[config.mk]
export PLATFORM = sky130hd
export DESIGN_NAME = trivium_xor_stage
export DESIGN_NICKNAME = d
export VERILOG_FILES = /design/src/rtl/trivium_xor_stage.sv
export SDC_FILE = /design/constraint.sdc
export NUM_CORES = 1
export LEC_CHECK = 0
export CAP_MARGIN = 20
export CELL_PAD_IN_SITES_DETAIL_PLACEMENT = 0
export CELL_PAD_IN_SITES_GLOBAL_PLACEMENT = 2
export CORE_MARGIN = 5
export CORE_UTILIZATION = 44
export DETAILED_ROUTE_END_ITERATION = 6
export DONT_BUFFER_PORTS = 1
export PLACE_DENSITY = 0.92
export RECOVER_POWER = 100
export SKIP_LAST_GASP = 1
export SLEW_MARGIN = 20
export SYNTH_ARGS = -nofsm -noshare
export SYNTH_HDL_FRONTEND = slang
export SYNTH_SLANG_ARGS = --single-unit
[constraint.sdc]
create_clock -name clk -period 7.8 [get_ports clk]
set_input_delay 0.39 -clock clk [delete_from_list [all_inputs] [get_ports clk]]
set_output_delay 0.39 -clock clk [all_outputs]
set_load 0.05 [all_outputs]
[src/rtl/trivium_xor_stage.sv]
// Packs Trivium keystream bits into words and XORs them with plaintext.
// Define TRIV_XOR_LSB_FIRST_EN to pack the first keystream bit into bit 0.
module trivium_xor_stage #(
  parameter int W     = 8,
  parameter int DEPTH = 4,
  parameter int LENW  = 16
) (
  input  logic            clk,
  input  logic            reset,
  input  logic            start,
  input  logic [LENW-1:0] len,
  input  logic            ks_bit,
  input  logic            ks_valid,
  output logic            ks_ready,
  input  logic [W-1:0]    pt_data,
  input  logic            pt_valid,
  output logic            pt_ready,
  output logic [W-1:0]    ct_data,
  output logic            ct_valid,
  input  logic            ct_ready,
  output logic            busy,
  output logic            done
);

  localparam int PW = (W > 1) ? $clog2(W) : 1;
  localparam int AW = $clog2(DEPTH);
  localparam int CW = AW + 1;

  typedef enum logic [1:0] {
    S_IDLE,
    S_RUN,
    S_DONE
  } state_t;

  state_t            r_state;
  state_t            w_state_nx;

  logic [LENW-1:0]   r_n_words;
  logic [LENW:0]     r_bits_lim;
  logic [LENW:0]     r_bits_taken;
  logic [LENW-1:0]   r_out_cnt;

  logic [PW-1:0]     r_pack_cnt;
  logic [W-1:0]      r_pack;
  logic [W-1:0]      w_pack_nx;

  logic [W-1:0]      r_mem [DEPTH];
  logic [AW-1:0]     r_wptr;
  logic [AW-1:0]     r_rptr;
  logic [CW-1:0]     r_count;

  logic [W-1:0]      r_ct_data;
  logic              r_ct_valid;

  logic [LENW-1:0]   w_n_words;
  logic [LENW:0]     w_bits_lim;
  logic              w_run;
  logic              w_full;
  logic              w_empty;
  logic              w_pack_last;
  logic              w_ks_fire;
  logic              w_push;
  logic              w_pop;
  logic              w_ct_fire;
  logic              w_last;
  logic              w_launch;

  assign w_n_words  = len / LENW'(W);
  assign w_bits_lim = (LENW+1)'(w_n_words) * (LENW+1)'(W);

  assign w_run       = (r_state == S_RUN);
  assign w_full      = (r_count == CW'(DEPTH));
  assign w_empty     = (r_count == '0);
  assign w_pack_last = (r_pack_cnt == PW'(W-1));

  assign ks_ready = w_run
                 && (r_bits_taken < r_bits_lim)
                 && !(w_pack_last && w_full);
  assign pt_ready = w_run && !w_empty
                 && (!r_ct_valid || ct_ready);

  assign w_ks_fire = ks_valid && ks_ready;
  assign w_push    = w_ks_fire && w_pack_last;
  assign w_pop     = pt_valid && pt_ready;
  assign w_ct_fire = r_ct_valid && ct_ready;
  assign w_last    = w_ct_fire
                  && (r_out_cnt == r_n_words - 1'b1);
  assign w_launch  = (r_state == S_IDLE) && start;

`ifdef TRIV_XOR_LSB_FIRST_EN
  assign w_pack_nx = {ks_bit, r_pack[W-1:1]};
`else
  assign w_pack_nx = {r_pack[W-2:0], ks_bit};
`endif

  always_comb begin
    w_state_nx = r_state;
    unique case (r_state)
      S_IDLE: begin
        if (start) begin
          if (w_n_words == '0) w_state_nx = S_DONE;
          else                 w_state_nx = S_RUN;
        end
      end
      S_RUN: begin
        if (w_last) w_state_nx = S_DONE;
      end
      S_DONE: w_state_nx = S_IDLE;
      default: w_state_nx = S_IDLE;
    endcase
  end

  always_ff @(posedge clk) begin
    if (!reset) begin
      r_state <= S_IDLE;
    end else begin
      r_state <= w_state_nx;
    end
  end

  // Storage only; validity is tracked by the pointers and count.
  always_ff @(posedge clk) begin
    if (w_push) r_mem[r_wptr] <= w_pack_nx;
  end

  always_ff @(posedge clk) begin
    if (!reset) begin
      r_n_words    <= '0;
      r_bits_lim   <= '0;
      r_bits_taken <= '0;
      r_out_cnt    <= '0;
      r_pack_cnt   <= '0;
      r_pack       <= '0;
      r_wptr       <= '0;
      r_rptr       <= '0;
      r_count      <= '0;
      r_ct_data    <= '0;
      r_ct_valid   <= 1'b0;
    end else if (w_launch) begin
      r_n_words    <= w_n_words;
      r_bits_lim   <= w_bits_lim;
      r_bits_taken <= '0;
      r_out_cnt    <= '0;
      r_pack_cnt   <= '0;
      r_pack       <= '0;
      r_wptr       <= '0;
      r_rptr       <= '0;
      r_count      <= '0;
      r_ct_valid   <= 1'b0;
    end else begin
      if (w_ks_fire) begin
        r_bits_taken <= r_bits_taken + 1'b1;
        r_pack       <= w_pack_nx;
        r_pack_cnt   <= w_pack_last ? '0
                      : r_pack_cnt + 1'b1;
      end
      if (w_push) r_wptr <= r_wptr + 1'b1;
      if (w_pop)  r_rptr <= r_rptr + 1'b1;
      unique case ({w_push, w_pop})
        2'b10:   r_count <= r_count + 1'b1;
        2'b01:   r_count <= r_count - 1'b1;
        default: r_count <= r_count;
      endcase
      // A new word may replace one leaving in the same cycle.
      if (w_pop) begin
        r_ct_data  <= pt_data ^ r_mem[r_rptr];
        r_ct_valid <= 1'b1;
      end else if (w_ct_fire) begin
        r_ct_valid <= 1'b0;
      end
      if (w_ct_fire) r_out_cnt <= r_out_cnt + 1'b1;
    end
  end

  assign ct_data  = r_ct_data;
  assign ct_valid = r_ct_valid;
  assign busy     = w_run;
  assign done     = (r_state == S_DONE);

endmodule

==> results.py, run 1 <==
metrics = {
    "run_status": {
        "status": "complete, but fails checks",
        "violations": "capacitance limit, slew limit",
    },
    "power_and_ir_drop": {
        "power.leakage_nw": 2.107,
        "powerDensity_nw_per_um2": 200.3,
        "report.power.total_mw": 1.126,
        "peakVddDrop_mv": 0.1179,
    },
    "placement": {
        "post-place-ws_ns": 4.148,
        "portBuffers": 0,
        "dpl_cell_area_sq_um": 5353,
        "dp_hpwl_mm": 7.494,
        "place_inst": 643,
        "gp_congestion": 0.8368,
    },
    "synth": {
        "ys.warnings.count": 0,
        "synth_top_family_by_area": "simple AND/OR/NAND/NOR gates",
        "synth_area_sq_um": 5221,
        "synth_nets": 569,
        "synth_most_common_cell": "dfxtp_1",
        "syn-instance-count": 515,
        "synthMuxAreaShare_pct": 5.943,
        "synthXorXnorAreaFrac_pct": 9.226,
        "ys.flop_type": "dfxtp_1",
        "synth_top_cell_by_area": "dfxtp_1",
        "synth_fa_ha_area_share_pct": 5.655,
        "synth-edff-count": 32,
        "synth.distinct_cells": 50,
        "yosysSeqAreaShare_pct": 47.54,
        "ys_async_sr_fraction_pct": 0,
        "synth_seq_cells": 108,
        "avgSynthCellArea_sq_um": 10.14,
        "yosysTopAreaCellShare_pct": 29.14,
        "synthTopCellsByArea": "dfxtp_1, edfxtp_1, ha_1",
        "synth_common_cells": "dfxtp_1, nor2_1, nand2_1, edfxtp_1, xor2_1",
        "synth-compound-area-share_pct": 10.88,
        "synthSimpleGateAreaFrac_pct": 17.73,
    },
    "cts": {
        "clock-sinks": 108,
        "clk_pin_slew_ns": 0.08,
        "postCtsHoldBufs": 0,
        "cts_made_buffers": 9,
        "cts_resized": 0,
        "cts_setup_buffers": 0,
        "clock_latency_ns": 0.36,
        "cts_tree": "built",
        "htree_num_levels": 3,
        "clockRootBuffer": "clkbuf_16",
        "clockBufferDepth": 2,
    },
    "worst_setup_path": {
        "required_ns": 7.95,
        "cp-end-kind": "flop",
        "r2r_slack_ns": 3.31,
        "path_class": "reg2reg",
        "path_max_fanout": 16,
        "start_kind": "flop",
        "arrival_ns": 4.64,
    },
    "timing": {
        "tightestPinTransition_ns": 2.253,
        "rsz0062_at_grt": "false",
        "max_slew_margin_pct": -50.17,
        "layout_setup_ws_ns": 3.311,
        "setup_viol": 0,
        "finalClockSkew_ns": 0.01273,
        "slew_violations": 53,
        "hold_viol": 0,
        "period_share_pct": 57.55,
        "setup_tns_ns": 0,
        "fmax_ghz": 0.2228,
        "layout_min_cycle_time_ns": 4.489,
    },
    "min_path": {
        "min_path_type": "in2reg",
    },
    "final_layout": {
        "areaGrowthSynthToFinish_pct": 7.620,
        "diodes": 0,
        "drive_above_1_share_pct": 5.620,
        "fin_nets": 565,
        "finalNonFillerCells": 659,
        "finalInstanceArea_sq_um": 5619,
    },
    "drt": {
        "drc": 0,
        "viasPerCell": 5.416,
        "avgRoutedWirePerCell_um": 15.83,
        "drtAntennaViolNets": 0,
        "wl_mm": 10.44,
        "drt_iter0_drc": 208,
        "first_pass_iters": 4,
        "num_vias": 3569,
    },
    "global_routing": {
        "track_usage_pct": 15.51,
        "grt_max_degree": 50,
        "grt-ovfl-total": 0,
        "first_global_vias": 3514,
        "antenna_found_initial": 0,
        "grt_pass1_wl_mm": 17.62,
    },
    "floorplan": {
        "core-area_sq_um": 11520,
        "die_x_um": 118.9,
        "start_util_pct": 45.34,
        "num_rows": 39,
        "ios": 44,
        "die_y_um": 118.9,
        "die_area_sq_um": 14150,
    },
    "flow_run": {
        "max_cap_violations": 3,
    },
}
## routing by layer
layer	vias to the layer above	global-route usage, %	routed length [um]	share of wire (%)
li1	1805	-	-	-
met4	0	4.490	125	1.2
met5	-	0	0	0
met3	8	4.408	473	4.5
met1	1712	20.75	4976	48
met2	44	24.65	4859	47
## critical path, stage by stage (launching register included)
cell,delay (ns)
dfxtp_1,0.42
inv_1,0.10
ha_1,0.32
a211o_1,0.34
a311oi_1,0.70
nand3_1,0.15
a21oi_1,0.37
nor2_1,0.07
clkbuf_1,0.42
nor2_1,0.44
inv_1,0.08
ha_1,0.23
inv_1,0.07
fa_1,0.18
xor2_1,0.14
nor2_1,0.06
xnor2_1,0.13
nor2_1,0.05
## area by class of cell
class                   count  area, sq um
clock inverters             7        76.32
clock buffers               9        225.2
inverters                  24        90.09
well taps                 143        178.9
fillers                  1055         5897
repair buffers              2        7.507
flip-flops and latches    108         2482
multi-input cells         366         2559
## state kept, by name, indices dropped and copies added (netlist names), named ones only
register	flops
r_out_cnt	16
r_pack_cnt	3
r_rptr	2
r_n_words	13
r_mem	32
r_bits_taken	17
r_count	3
r_wptr	2
ct_data	8
ct_valid	1
r_state	2
r_pack	7
## power breakdown
part | internal (mW) | switching, mW
registers | 0.580 | 0.00838
logic | 0.0299 | 0.0505
clock network | 0.229 | 0.229
## cells in the final DEF (no fill, tap or decap), types with 7 or more instances in the layout
cell,n
xnor2_1,26
edfxtp_1,32
nor2_1,57
xor2_1,29
and3_1,12
o211a_1,8
o2111ai_1,7
a21boi_0,15
a21oi_1,13
mux2i_1,13
dfxtp_1,76
ha_1,22
clkbuf_16,9
nand3_1,10
nand2_1,56
or3_1,8
nor3_1,9
inv_1,24
mux4_2,8
o21ai_0,13
and2_0,7
## metrics by stage
step	hold WS, ns	util, %
2_1_floorplan	0.4386	-
3_3_place_gp	0.4568	46.48
3_5_place_dp	0.4711	46.48
4_1_cts	0.1146	49.10
5_1_grt	0.09820	48.79
6_report	0.1237	48.79
## cells by family after synthesis
logic type | after synthesis
compound gates | 78
xor+xnor | 55
flops | 108
mux | 21
fa+ha+maj | 23
buf+inv | 41
simple gates | 189
## worst paths after layout
kind | startpoint | endpoint | depth (start not counted)
worst max-delay path | r_n_words[12] | r_count[2] | 17
worst min-delay path | ks_bit | r_mem[3][0] | 0
worst max register to register | r_n_words[12] | r_count[2] | 17
worst min register to register | r_pack_cnt[0] | r_pack_cnt[0] | 2
Note: power is estimated with default switching activity, not from simulation.
==> run 2: changes to the inputs <==
--- a/config.mk
+++ b/config.mk
@@ -5,14 +5,15 @@
 export SDC_FILE = /design/constraint.sdc
 export NUM_CORES = 1
 export LEC_CHECK = 0
+export ABC_AREA = 1
 export CAP_MARGIN = 20
 export CELL_PAD_IN_SITES_DETAIL_PLACEMENT = 0
 export CELL_PAD_IN_SITES_GLOBAL_PLACEMENT = 2
 export CORE_MARGIN = 5
-export CORE_UTILIZATION = 44
+export CORE_UTILIZATION = 35
 export DETAILED_ROUTE_END_ITERATION = 6
 export DONT_BUFFER_PORTS = 1
-export PLACE_DENSITY = 0.92
+export PLACE_DENSITY = 0.84
 export RECOVER_POWER = 100
 export SKIP_LAST_GASP = 1
 export SLEW_MARGIN = 20
==> constraint.sdc (replaced) <==
create_clock -name clk -period 4 [get_ports clk]
set_input_delay 0.2 -clock clk [delete_from_list [all_inputs] [get_ports clk]]
set_output_delay 0.2 -clock clk [all_outputs]
set_load 0.05 [all_outputs]
==> run 2 against run 1 <==
The flow now finishes without violations. Area after synthesis rose by 9.0%. Combinational power rose to 3.2 times the previous value. Wire length up 30%. Critical endpoint unchanged. Highest routed layer unchanged.
==> results.py, run 2 <==
metrics = {
    "final_layout": {
        "reg.largest.list": "r_mem: 32 flops, r_bits_taken: 17 flops, r_out_cnt: 16 flops",
        "diodes": 0,
        "drive_above_1_share_pct": 9.130,
        "areaGrowthSynthToFinish_pct": 9.303,
        "layout_commonest_cell": "nand2_1",
        "regMostFlops": "r_mem",
        "finalNonFillerCells": 917,
        "most-common-layout-cells": "nand2_1, dfxtp_1, nor2_1",
        "fin_nets": 750,
        "largest_reg_flops": 32,
    },
    "cts": {
        "htree_num_levels": 3,
        "clockBufferDepth": 2,
        "cts_tree": "built",
        "clockRootBuffer": "clkbuf_16",
        "cts_made_buffers": 9,
        "postCtsHoldBufs": 7,
        "clock_latency_ns": 0.36,
        "clock-sinks": 108,
        "cts_setup_buffers": 0,
        "cts_resized": 0,
        "clk_pin_slew_ns": 0.08,
    },
    "synth": {
        "ys.warnings.count": 0,
        "ys.flop_type": "dfxtp_1",
        "synth-edff-count": 32,
        "synth_top_cell_by_area": "dfxtp_1",
        "avgSynthCellArea_sq_um": 8.210,
        "yosysSeqAreaShare_pct": 43.63,
        "synth_common_cells": "nand2_1, dfxtp_1, inv_1, nor2_1, a21oi_1",
        "synth_area_sq_um": 5689,
        "synthTopCellsByArea": "dfxtp_1, edfxtp_1, nand2_1",
        "yosysTopAreaCellShare_pct": 26.74,
        "synth_seq_cells": 108,
        "ys_async_sr_fraction_pct": 0,
        "synth_most_common_cell": "nand2_1",
        "synth.distinct_cells": 46,
        "synth_nets": 747,
        "syn-instance-count": 693,
    },
    "drt": {
        "num_vias": 4525,
        "avgRoutedWirePerCell_um": 14.75,
        "drc": 0,
        "drt_iter0_drc": 282,
        "viasPerCell": 4.935,
        "drtAntennaViolNets": 0,
        "first_pass_iters": 4,
        "wl_mm": 13.53,
    },
    "worst_setup_path": {
        "critical-path-top-delay-family": "buffers and inverters",
        "cp-end-kind": "flop",
        "crit_cells": 13,
        "r2r-start": "ct_valid",
        "startpoint": "ct_valid",
        "crit_slowest_cell": "clkbuf_1",
        "arrival_ns": 3.48,
        "required_ns": 4.25,
        "path_max_fanout": 13,
        "path_cells": "inv_1 > nor2_1 > a311oi_2 > clkbuf_1 > nand2_2 > inv_2 > ha_1 > inv_1 > fa_1 > a21oi_1 > o21ai_0 > o21ai_0 > a21oi_1",
        "path_class": "reg2reg",
        "critPathBufInv": 4,
        "rr_worst_depth": 13,
        "start_kind": "flop",
        "crit_path_max_incr_delay_ns": 0.53,
    },
    "placement": {
        "portBuffers": 0,
        "post-place-ws_ns": 1.205,
        "gp_congestion": 0.8431,
        "place_inst": 894,
        "dp_hpwl_mm": 9.679,
    },
    "floorplan": {
        "die_area_sq_um": 18900,
        "die_y_um": 137.5,
        "die_x_um": 137.5,
        "num_rows": 46,
        "start_util_pct": 35.69,
        "core-area_sq_um": 15940,
        "ios": 44,
    },
    "global_routing": {
        "grt_max_degree": 29,
        "antenna_found_initial": 0,
        "grt-ovfl-total": 0,
        "grt_pass1_wl_mm": 22.04,
        "track_usage_pct": 15.06,
        "first_global_vias": 4341,
    },
    "timing": {
        "setup_tns_ns": 0,
        "rsz0062_at_grt": "false",
        "setup_viol": 0,
        "finalClockSkew_ns": 0.009107,
        "layout_min_cycle_time_ns": 3.233,
        "slew_violations": 0,
        "max_slew_margin_pct": 25.40,
        "fmax_ghz": 0.3093,
        "hold_viol": 0,
        "layout_setup_ws_ns": 0.7670,
        "tightestPinTransition_ns": 1.116,
        "period_share_pct": 80.83,
    },
    "power_and_ir_drop": {
        "report.power.total_mw": 2.375,
        "powerDensity_nw_per_um2": 381.9,
        "peakVddDrop_mv": 0.2677,
        "power.leakage_nw": 2.379,
    },
    "flow_run": {
        "max_cap_violations": 0,
    },
    "min_path": {
        "min_path_type": "in2reg",
        "hold_path_startpoint": "reset",
        "holdPathStages": 2,
    },
    "run_status": {
        "status": "completed",
    },
}
==> run 2: changes by cell type after synthesis, sizes merged, moves of 13 or more <==
cell / change
o21ai: +29
a21boi: -14
nand3: +54
inv: +49
nand2: +76
xnor2: -14
mux2i: -13
a21oi: +59
nor2: +23
==> run 2: cells by family (layout without fill, tap and decap cells) <==
group                      Yosys count  count (layout)  share of synthesized area (%)
DFF                                108             108                          43.63
xor gates and xnor gates            30              30                          4.618
adders and majority gates           23              23                          5.190
buffers and inverters               95             103                          7.169
AOI/OAI and AO/OA                  132             132                          13.13
and+or+nand+nor                    305             305                          26.26
==> run 2: where the power goes <==
part           total (mW)  internal, mW  switching [mW]
Combinational       0.260        0.0770           0.183
Clock               0.962         0.510           0.452
Sequential           1.15          1.14          0.0172
Total                2.38          1.72           0.652
==> run 2: cell type report <==
cell class / count / area [sq um]
clock buffer: 9 / 225.2
clock inverter: 7 / 102.6
fill: 1647 / 9724
inverter: 74 / 277.8
multi-input combinational: 490 / 2759
sequential: 108 / 2482
tap: 216 / 270.3
timing repair buffer: 13 / 101.3
==> run 2: per-stage QoR <==
stage	utilization (%)	hold WS (ns)	area, sq um
after detailed placement	36.88	0.2993	5879
after floorplan	-	0.2989	5689
after global placement	36.88	0.2993	5879
after global routing	39.00	0.004200	6218
after CTS	39.37	0.0008200	6277
final	39.00	0.008719	6218
==> run 2: final timing paths <==
kind                                 endpoint  slack [ns]
worst max register to register     r_count[2]        0.77
worst max-delay path               r_count[2]        0.77
worst min register to register  r_pack_cnt[2]        0.48
worst min-delay path             r_n_words[5]       0.009
==> run 2: layer usage <==
metal / vias up / global-route usage (%) / wire, um
li1: 2319 / - / -
met1: 2113 / 19.76 / 6322
met2: 79 / 24.70 / 6318
met3: 14 / 3.433 / 695
met4: 0 / 4.545 / 193
met5: - / 0 / 0
==> run 3: changes to the inputs <==
--- a/config.mk
+++ b/config.mk
@@ -10,10 +10,10 @@
 export CELL_PAD_IN_SITES_DETAIL_PLACEMENT = 0
 export CELL_PAD_IN_SITES_GLOBAL_PLACEMENT = 2
 export CORE_MARGIN = 5
-export CORE_UTILIZATION = 35
+export CORE_UTILIZATION = 38
 export DETAILED_ROUTE_END_ITERATION = 6
 export DONT_BUFFER_PORTS = 1
-export PLACE_DENSITY = 0.84
+export PLACE_DENSITY = 0.86
 export RECOVER_POWER = 100
 export SKIP_LAST_GASP = 1
 export SLEW_MARGIN = 20
==> constraint.sdc (replaced) <==
create_clock -name clk -period 3 [get_ports clk]
set_input_delay 0.15 -clock clk [delete_from_list [all_inputs] [get_ports clk]]
set_output_delay 0.15 -clock clk [all_outputs]
set_load 0.05 [all_outputs]
==> run 3 against run 2 <==
Non-clock buffer count increased by 19. Total power increased by 31%. Register-to-register slack got worse by 0.49 ns. Hold slack improved by 0.0038 ns. First-iteration DRC count increased by 7.4%. Sequential power increased by 34%. Critical path depth increased by 3. Sequential share of layout area decreased by 0.66 points.
==> results.py, run 3 (same netlist as run 2, synthesis figures left out) <==
metrics = {
    "min_path": {
        "min_path_type": "in2reg",
    },
    "final_layout": {
        "largest_reg_flops": 32,
        "diodes": 0,
        "seq_area_sq_um": 2484,
        "drive_above_1_share_pct": 8.194,
        "finalNonFillerCells": 904,
        "layout_commonest_cell": "nand2_1",
        "reg.largest.list": "r_mem: 32 flops, r_bits_taken: 17 flops, r_out_cnt: 16 flops",
        "regMostFlops": "r_mem",
        "areaGrowthSynthToFinish_pct": 11.19,
        "multi_input_area_sq_um": 2754,
        "finalInstanceArea_sq_um": 6326,
        "fillers": 1443,
        "fin_nets": 769,
        "final_core_util_pct": 43.36,
        "most-common-layout-cells": "nand2_1, dfxtp_1, a21oi_1",
    },
    "cts": {
        "cts_tree": "built",
        "clockBufferDepth": 2,
        "clk_pin_slew_ns": 0.08,
        "htree_num_levels": 3,
        "clockRootBuffer": "clkbuf_16",
        "clock_latency_ns": 0.36,
        "clock-sinks": 108,
        "cts_made_buffers": 9,
    },
    "worst_setup_path": {
        "crit_path_max_incr_delay_ns": 0.44,
        "path_max_fanout": 8,
        "crit_slowest_cell": "dfxtp_1",
        "arrival_ns": 3.02,
        "path_cells": "inv_1 > ha_1 > nand2_1 > inv_1 > o21ai_2 > a21oi_1 > nor2_1 > nand3_2 > nor2_4 > nand3_4 > ha_1 > inv_1 > fa_1 > nor2_1 > a21oi_1 > nor2_1",
        "cp-end-kind": "flop",
        "required_ns": 3.30,
        "start_kind": "flop",
        "path_class": "reg2reg",
    },
    "drt": {
        "wl_mm": 13.26,
        "avgRoutedWirePerCell_um": 14.66,
        "wl_met2_mm": 6.151,
        "viasPerCell": 5.085,
        "highest_layer": "met4",
        "drc": 0,
        "drtAntennaViolNets": 0,
        "drt_iter0_drc": 303,
        "first_pass_iters": 4,
        "met1_length_mm": 6.213,
        "num_vias": 4597,
        "wl_met3_um": 613,
    },
    "floorplan": {
        "die_x_um": 132.4,
        "core-area_sq_um": 14590,
        "num_rows": 44,
        "start_util_pct": 39.00,
        "die_area_sq_um": 17520,
        "ios": 44,
        "die_y_um": 132.4,
    },
    "placement": {
        "dp_hpwl_mm": 9.489,
        "post-place-ws_ns": 0.2588,
        "gp_congestion": 0.7907,
        "dpl_cell_area_sq_um": 5923,
        "place_inst": 870,
        "portBuffers": 0,
    },
    "power_and_ir_drop": {
        "power.leakage_nw": 2.437,
        "report.power.total_mw": 3.105,
        "peakVddDrop_mv": 0.2827,
        "powerDensity_nw_per_um2": 490.8,
    },
    "global_routing": {
        "first_global_vias": 4220,
        "antenna_found_initial": 0,
        "grt_max_degree": 32,
        "track_usage_pct": 15.15,
        "grt_pass1_wl_mm": 21.41,
        "grt-ovfl-total": 0,
    },
    "timing": {
        "max_slew_margin_pct": 35.71,
        "layout_min_cycle_time_ns": 2.719,
        "timing.hold.ws_ns": 0.01249,
        "finalClockSkew_ns": 0.005766,
        "fmax_ghz": 0.3678,
        "tightestPinTransition_ns": 0.9643,
        "rsz0062_at_grt": "false",
        "setup_tns_ns": 0,
        "setup_viol": 0,
        "slew_violations": 0,
        "hold_viol": 0,
        "layout_setup_ws_ns": 0.2809,
        "period_share_pct": 90.64,
    },
    "run_status": {
        "status": "completed",
    },
    "flow_run": {
        "max_cap_violations": 0,
    },
}
-- run 3: repair_timing --
action	4_1_cts	5_1_grt
buffers inserted	0	0
endpoints found under the setup margin	0	1
endpoints found under the hold margin	52	0
hold buffers	18	0
gates resized for setup	0	1
-- run 3: final timing paths --
check,start,endpoint,slack (ns),cells past startpoint
worst max-delay path,r_n_words[7],r_count[1],0.28,16
worst min-delay path,pt_data[3],ct_data[3],0.01,2
worst max register to register,r_n_words[7],r_count[1],0.28,16
worst min register to register,r_pack_cnt[1],r_pack_cnt[1],0.47,2
-- run 3: critical path, delay by kind of cell (launching register included) --
kind	cells	cell delay [ns]
flops	1	0.44
simple gates	7	0.73
buf+inv	3	0.27
compound gates	3	0.25
fa+ha+maj	3	0.98
-- run 3: cell type report --
class | instances | share of cell area, %
clock inverter | 6 | 1.068
clock buffer | 10 | 3.778
multi-input combinational | 490 | 43.53
tap | 184 | 3.639
inverter | 74 | 4.391
sequential | 108 | 39.26
timing repair buffer | 32 | 4.331
-- run 3: where the power goes --
group          switching, mW  internal [mW]
combinational          0.246          0.121
clock                  0.589          0.611
sequential            0.0229           1.51
total                  0.858           2.25
-- run 3: routing by layer --
layer  track usage (%)  up-vias
li1                  -     2358
met1             20.05     2124
met2             24.05       95
met3             3.053       20
met4             6.448        0
met5                 0        -
